$ cat src/rtl/bip_defs.sv
// Shared definitions for the BIP accumulator CPU control path.
// Opcode values, accumulator/ALU mux encodings, ALU operation codes and the
// sequencer state encoding.
package bip_defs;

  localparam int unsigned OPCODE_LENGTH = 5;

  localparam logic [4:0] OP_HLT  = 5'b00000;
  localparam logic [4:0] OP_STO  = 5'b00001;
  localparam logic [4:0] OP_LD   = 5'b00010;
  localparam logic [4:0] OP_LDI  = 5'b00011;
  localparam logic [4:0] OP_ADD  = 5'b00100;
  localparam logic [4:0] OP_ADDI = 5'b00101;
  localparam logic [4:0] OP_SUB  = 5'b00110;
  localparam logic [4:0] OP_SUBI = 5'b00111;

  // Accumulator input mux
  localparam logic [1:0] SEL_A_DM  = 2'd0;
  localparam logic [1:0] SEL_A_IMM = 2'd1;
  localparam logic [1:0] SEL_A_ALU = 2'd2;

  // ALU B operand mux
  localparam logic SEL_B_DM  = 1'b0;
  localparam logic SEL_B_IMM = 1'b1;

  localparam logic ALU_ADD = 1'b0;
  localparam logic ALU_SUB = 1'b1;

  typedef enum logic [2:0] {
    StIdle,
    StFetch,
    StDecode,
    StExec,
    StWb,
    StHalted
  } state_e;

endpackage

$ cat src/rtl/bip_decoder.sv
// Combinational opcode decoder.
// Ports:
//   opcode      in   5-bit opcode field of the instruction register
//   is_hlt      out  HLT
//   is_sto      out  STO
//   uses_dm     out  LD/ADD/SUB: needs a data memory read and a WB cycle
//   uses_imm    out  LDI/ADDI/SUBI: operand is an immediate
//   is_load     out  LD/LDI: accumulator loaded directly, ALU bypassed
//   writes_acc  out  instruction writes the accumulator
//   alu_op      out  ALU_ADD / ALU_SUB
// Unlisted opcodes decode to all zeros (NOP).
module bip_decoder
  import bip_defs::*;
(
  input  logic [OPCODE_LENGTH-1:0] opcode,
  output logic                     is_hlt,
  output logic                     is_sto,
  output logic                     uses_dm,
  output logic                     uses_imm,
  output logic                     is_load,
  output logic                     writes_acc,
  output logic                     alu_op
);

  always_comb begin
    is_hlt     = 1'b0;
    is_sto     = 1'b0;
    uses_dm    = 1'b0;
    uses_imm   = 1'b0;
    is_load    = 1'b0;
    writes_acc = 1'b0;
    alu_op     = ALU_ADD;
    case (opcode)
      OP_HLT:  is_hlt = 1'b1;
      OP_STO:  is_sto = 1'b1;
      OP_LD: begin
        uses_dm    = 1'b1;
        is_load    = 1'b1;
        writes_acc = 1'b1;
      end
      OP_LDI: begin
        uses_imm   = 1'b1;
        is_load    = 1'b1;
        writes_acc = 1'b1;
      end
      OP_ADD: begin
        uses_dm    = 1'b1;
        writes_acc = 1'b1;
      end
      OP_ADDI: begin
        uses_imm   = 1'b1;
        writes_acc = 1'b1;
      end
      OP_SUB: begin
        uses_dm    = 1'b1;
        writes_acc = 1'b1;
        alu_op     = ALU_SUB;
      end
      OP_SUBI: begin
        uses_imm   = 1'b1;
        writes_acc = 1'b1;
        alu_op     = ALU_SUB;
      end
      default: ;
    endcase
  end

endmodule

$ cat src/rtl/bip_control_unit.sv
// Instruction sequencer for the 16-bit accumulator CPU.
// Owns PC, IR, run/halt state and the busy-cycle counter; issues one-cycle
// control strobes to data memory, ALU muxes and accumulator.
// Ports:
//   clk, rst      clock; asynchronous active-high reset
//   start         pulse: run from PC=0 (ignored while busy)
//   instruction   program memory data, valid the cycle after pm_addr
//   pm_addr/pm_wr program memory address (PC) / write enable (always 0)
//   dm_addr       data memory address (IR operand)
//   dm_rd/dm_wr   data memory read / write strobes
//   operand       IR operand for immediate sign-extension
//   sel_a/sel_b   accumulator input mux / ALU B mux
//   alu_op        0 add, 1 subtract
//   wr_acc        accumulator write enable
//   busy/halted   running / stopped on HLT
//   cycle_count   saturating count of busy cycles
module bip_control_unit
  import bip_defs::*;
#(
  parameter int unsigned ADDR_LENGTH = 11,
  parameter int unsigned DATA_LENGTH = 16,
  parameter int unsigned CNT_LENGTH  = 32
) (
  input  logic                   clk,
  input  logic                   rst,
  input  logic                   start,
  input  logic [DATA_LENGTH-1:0] instruction,
  output logic [ADDR_LENGTH-1:0] pm_addr,
  output logic                   pm_wr,
  output logic [ADDR_LENGTH-1:0] dm_addr,
  output logic                   dm_rd,
  output logic                   dm_wr,
  output logic [ADDR_LENGTH-1:0] operand,
  output logic [1:0]             sel_a,
  output logic                   sel_b,
  output logic                   alu_op,
  output logic                   wr_acc,
  output logic                   busy,
  output logic                   halted,
  output logic [CNT_LENGTH-1:0]  cycle_count
);

  state_e                 state_q, state_d;
  logic [ADDR_LENGTH-1:0] pc_q, pc_d;
  logic [DATA_LENGTH-1:0] ir_q, ir_d;
  logic [CNT_LENGTH-1:0]  cnt_q, cnt_d;

  logic is_hlt, is_sto, uses_dm, uses_imm, is_load, writes_acc, dec_alu_op;

  bip_decoder u_decoder (
    .opcode     (ir_q[DATA_LENGTH-1 -: OPCODE_LENGTH]),
    .is_hlt     (is_hlt),
    .is_sto     (is_sto),
    .uses_dm    (uses_dm),
    .uses_imm   (uses_imm),
    .is_load    (is_load),
    .writes_acc (writes_acc),
    .alu_op     (dec_alu_op)
  );

  always_ff @(posedge clk or posedge rst) begin
    if (rst) begin
      state_q <= StIdle;
      pc_q    <= '0;
      ir_q    <= '0;
      cnt_q   <= '0;
    end else begin
      state_q <= state_d;
      pc_q    <= pc_d;
      ir_q    <= ir_d;
      cnt_q   <= cnt_d;
    end
  end

  assign busy        = (state_q == StFetch) || (state_q == StDecode) ||
                       (state_q == StExec)  || (state_q == StWb);
  assign halted      = (state_q == StHalted);
  assign pm_addr     = pc_q;
  assign pm_wr       = 1'b0;
  assign operand     = ir_q[ADDR_LENGTH-1:0];
  assign dm_addr     = ir_q[ADDR_LENGTH-1:0];
  assign cycle_count = cnt_q;

  always_comb begin
    state_d = state_q;
    pc_d    = pc_q;
    ir_d    = ir_q;
    cnt_d   = cnt_q;
    dm_rd   = 1'b0;
    dm_wr   = 1'b0;
    wr_acc  = 1'b0;
    sel_a   = SEL_A_DM;
    sel_b   = SEL_B_DM;
    alu_op  = ALU_ADD;

    if (busy && (cnt_q != '1)) begin
      cnt_d = cnt_q + CNT_LENGTH'(1);
    end

    unique case (state_q)
      StIdle, StHalted: begin
        if (start) begin
          state_d = StFetch;
          pc_d    = '0;
          cnt_d   = '0;
        end
      end
      StFetch:  state_d = StDecode;
      StDecode: begin
        ir_d    = instruction;
        state_d = StExec;
      end
      StExec: begin
        if (is_hlt) begin
          state_d = StHalted;
        end else begin
          pc_d    = pc_q + ADDR_LENGTH'(1);
          state_d = uses_dm ? StWb : StFetch;
        end
        dm_wr = is_sto;
        dm_rd = uses_dm;
        if (uses_imm) begin
          wr_acc = writes_acc;
          if (is_load) begin
            sel_a = SEL_A_IMM;
          end else begin
            sel_a  = SEL_A_ALU;
            sel_b  = SEL_B_IMM;
            alu_op = dec_alu_op;
          end
        end
      end
      StWb: begin
        // Data RAM output is valid now; commit LD/ADD/SUB result.
        wr_acc  = writes_acc;
        sel_a   = is_load ? SEL_A_DM : SEL_A_ALU;
        alu_op  = is_load ? ALU_ADD : dec_alu_op;
        state_d = StFetch;
      end
      default: state_d = StIdle;
    endcase
  end

endmodule
$ cat config.mk
export PLATFORM = sky130hd
export DESIGN_NAME = bip_control_unit
export DESIGN_NICKNAME = d
export VERILOG_FILES = /design/src/rtl/bip_defs.sv /design/src/rtl/bip_decoder.sv /design/src/rtl/bip_control_unit.sv
export SDC_FILE = /design/constraint.sdc
export NUM_CORES = 1
export LEC_CHECK = 0
export ABC_AREA = 1
export CAP_MARGIN = 20
export CORE_MARGIN = 4
export CORE_UTILIZATION = 45
export DETAILED_ROUTE_END_ITERATION = 12
export GPL_TIMING_DRIVEN = 0
export PLACE_DENSITY = 0.74
export SETUP_SLACK_MARGIN = 0.4
export SLEW_MARGIN = 15
export SYNTH_ARGS = -nofsm -noshare
export SYNTH_HDL_FRONTEND = slang
export SYNTH_HIERARCHICAL = 1
export SYNTH_SLANG_ARGS = --single-unit
$ cat constraint.sdc
create_clock -name clk -period 2.2 [get_ports clk]
set_input_delay 0.44 -clock clk [delete_from_list [all_inputs] [get_ports clk]]
set_output_delay 0.44 -clock clk [all_outputs]
set_load 0.02 [all_outputs]
==> key figures <==
Run status
  • Status: completed

Logic synthesis
  • Synth Instances: 525
  • Number of synthesized flops with an enable pin: 0
  • Synth Cell Area: 3870 µm²
  • Post-synthesis mux area share: 4.65%
  • Synth cell count leaders: nand2_1, nor2_1, dfrtp_1
  • #FFs+latches synth: 62
  • Combinational family with the most area after synthesis: simple AND/OR/NAND/NOR gates
  • Synth top area share: 40.1%
  • Simple logic cell fraction of the synthesized area: 36.1%
  • Yosys warns: 6
  • Netlist cell types: 29
  • Synth area leaders: dfrtp_1, nand2_1, nor2_1
  • Ys flop type: dfrtp_1
  • Most frequent cell after synthesis: nand2_1
  • Syn_area_per_cell: 7.38 µm²
  • Cell taking the most area after synthesis: dfrtp_1
  • Fraction of registers with async set/reset: 100%
  • Post-Synthesis Net Count: 546
  • Xor and xnor fraction of the mapped netlist area: 0.226%
  • Sequential area share after synthesis: 40.1%
  • Compound-Gate Fraction of Synth Area: 6.14%
  • Post-Synth Adder-Cell Area: 0.646%

Critical path
  • CP cell instances: inv_2, nand2_2, o21ai_1, a21boi_0, buf_2
  • CP endpoint kind: output port
  • CP Launch Type: flop
  • Slowest CP cell: dfrtp_1
  • Crit-path max FO: 4
  • CP max stage delay: 450 ps
  • Critical Path AT: 1620 ps
  • Reg-to-reg slack, setup: 370 ps
  • Crit Path Class: reg2out
  • Critical Path RT: 1760 ps

Detailed routing
  • Total number of vias: 3934
  • Routed vias/inst: 5.15
  • Initial DRC count: 213
  • Antenna-violating nets left: 0
  • First-pass DRT Iterations: 5
  • Post-route DRC: 0
  • Routed wire length: 10900 µm
  • Average wire per standard cell: 14.2 µm

Floorplanning
  • Initial Util: 46.7%
  • Width of the die: 101 µm
  • Core ar.: 8300 µm²
  • # rows: 33
  • Die height: 101 µm
  • # IOs: 94
  • Die ar.: 10200 µm²

Clock network
  • TritonCTS sink count: 62
  • Worst-skew pair later-pin latency: 340 ps
  • H-tree depth: 3
  • Cts hold-fix bufs: 0
  • CTS tree: done
  • Clock Path Buffers: 2
  • TritonCTS Buffers: 9
  • CTS clk-pin slew, worst paths: 70 ps
  • CTS Root Cell: clkbuf_8

STA
  • Aggregate negative setup slack: 0 ps
  • RSZ-0062 raised after global routing: true
  • Clock skew: 12.9 ps
  • Final period util: 93.4%
  • Final Hold Fails: 0
  • Slew Viols, Final: 0
  • Minimum clock period: 2060 ps
  • Setup violators final: 0
  • Min Hold Slack: 319 ps
  • Fmax: 486 MHz

Finish
  • Final core utilization: 65.0%
  • # nets final: 675
  • Share of cells above drive strength 1: 25.0%
  • P&R area growth vs syn: 39.4%
  • Fillers: 722
  • Sequential cell area: 1560 µm²
  • N_diodes: 0
  • Multi-input gate area: 1980 µm²
  • Finished Layout Cells: 764

Worst hold path
  • Hold WC Path Type: in2async

Placement
  • # port buffers: 92
  • Inst Count DP: 724
  • HPWL after DPL: 7670 µm
  • Gpl congestion: 0.953

GRT
  • Largest net degree at the start of global routing: 35
  • GR Util All Layers: 21.6%
  • Vias in the first global route: 3764
  • Initial antenna violation count: 0
  • Total gr overflow: 0
  • Global-route wire length before repair: 17500 µm

Pwr
  • Pleak: 2.77 nW
  • Pwr dens: 1000 nW/µm²
  • Max IR drop VDD: 0.600 mV

Flow run
  • Max Cap Violations: 0
routing by layer:
metal | global-route usage (%) | vias to the layer above | wire length (µm)
li1 | - | 1916 | -
met1 | 28.4 | 1850 | 4610
met2 | 35.9 | 147 | 5370
met3 | 3.18 | 21 | 694
met4 | 8.39 | 0 | 197
met5 | 0 | - | 0
critical path: cells and delay by family (launching register included):
family                 cells  cell delay (ps)
AOI/OAI and AO/OA          2              400
buffers and inverters      2              330
DFF                        1              450
and+or+nand+nor            1               90
layout by cell type, fill, tap and decap left out, types with 8 or more instances in the layout:
cell / instances
nand2_1: 106
nor2_1: 92
dlygate4sd2_1: 63
dfrtp_1: 59
inv_1: 45
buf_4: 44
nand3_1: 31
clkdlybuf4s50_1: 18
a21oi_1: 17
mux2_2: 16
nand4_1: 16
nand2_2: 14
o21ai_0: 14
inv_2: 12
nor2_4: 12
buf_6: 12
nor2_2: 10
buf_2: 9
clkbuf_8: 9
nand3_2: 8
sequential cells by signal (all words and copies together), names as in the netlist:
signal,flops
pm_addr,11
ir_q,16
state_q,3
cycle_count,32
layout make-up:
class                   instances  share of cell area, %
clock inverters                 4                  0.881
clock buffers                  12                   2.50
plain buffers                  34                   4.92
flip-flops and latches         62                   28.8
well taps                     105                   2.43
multi-input cells             372                   36.7
repair buffers                117                   19.6
inverters                      58                   4.10
repair_timing:
| action | 4_1_cts | 5_1_grt |
|---|---|---|
| hold endpoints to repair | 0 | 0 |
| setup endpoints to repair | 72 | 42 |
| cloned | 0 | 3 |
| pin swaps | 8 | 20 |
| resized for setup | 124 | 37 |
| setup buffers | 14 | 7 |
cells by family (layout without fill, tap and decap cells):
group	count (synthesis)	in the layout
buffers and inverters	92	225
multiplexers	16	16
AO/OA/AOI/OAI	44	44
flip-flops	62	62
XOR/XNOR	1	1
AND/OR/NAND/NOR	307	308
adder cells (fa/ha/maj)	2	2
other	1	1
power breakdown:
| part | switching [W] | total, W | leakage, nW | internal, W |
|---|---|---|---|---|
| sequential | 0.000275 | 0.00167 | 0.811 | 0.00139 |
| combinational | 0.00147 | 0.00278 | 1.87 | 0.00131 |
| clock | 0.000456 | 0.000977 | 0.0904 | 0.000521 |
per-stage QoR:
stage               setup WS (ps)  instance area, µm²  power [W]
floorplan                     405                3880    0.00326
global placement            -28.8                4930    0.00409
detailed placement          -74.0                4970    0.00418
CTS                           196                5220    0.00520
global route                 92.2                5400    0.00576
finish                        144                5400    0.00542
path summary, 6_finish.rpt:
check                             endpoint  cells past startpoint            from
max                                 wr_acc                      5        ir_q[13]
max reg2reg                 cycle_count[3]                      9  cycle_count[0]
max in group asynchronous  cycle_count[18]                      4             rst
min                                ir_q[3]                      2             rst
min reg2reg                       ir_q[15]                      1        ir_q[15]
min in group clk                  ir_q[15]                      1        ir_q[15]
(Power assumes the default switching activity.)
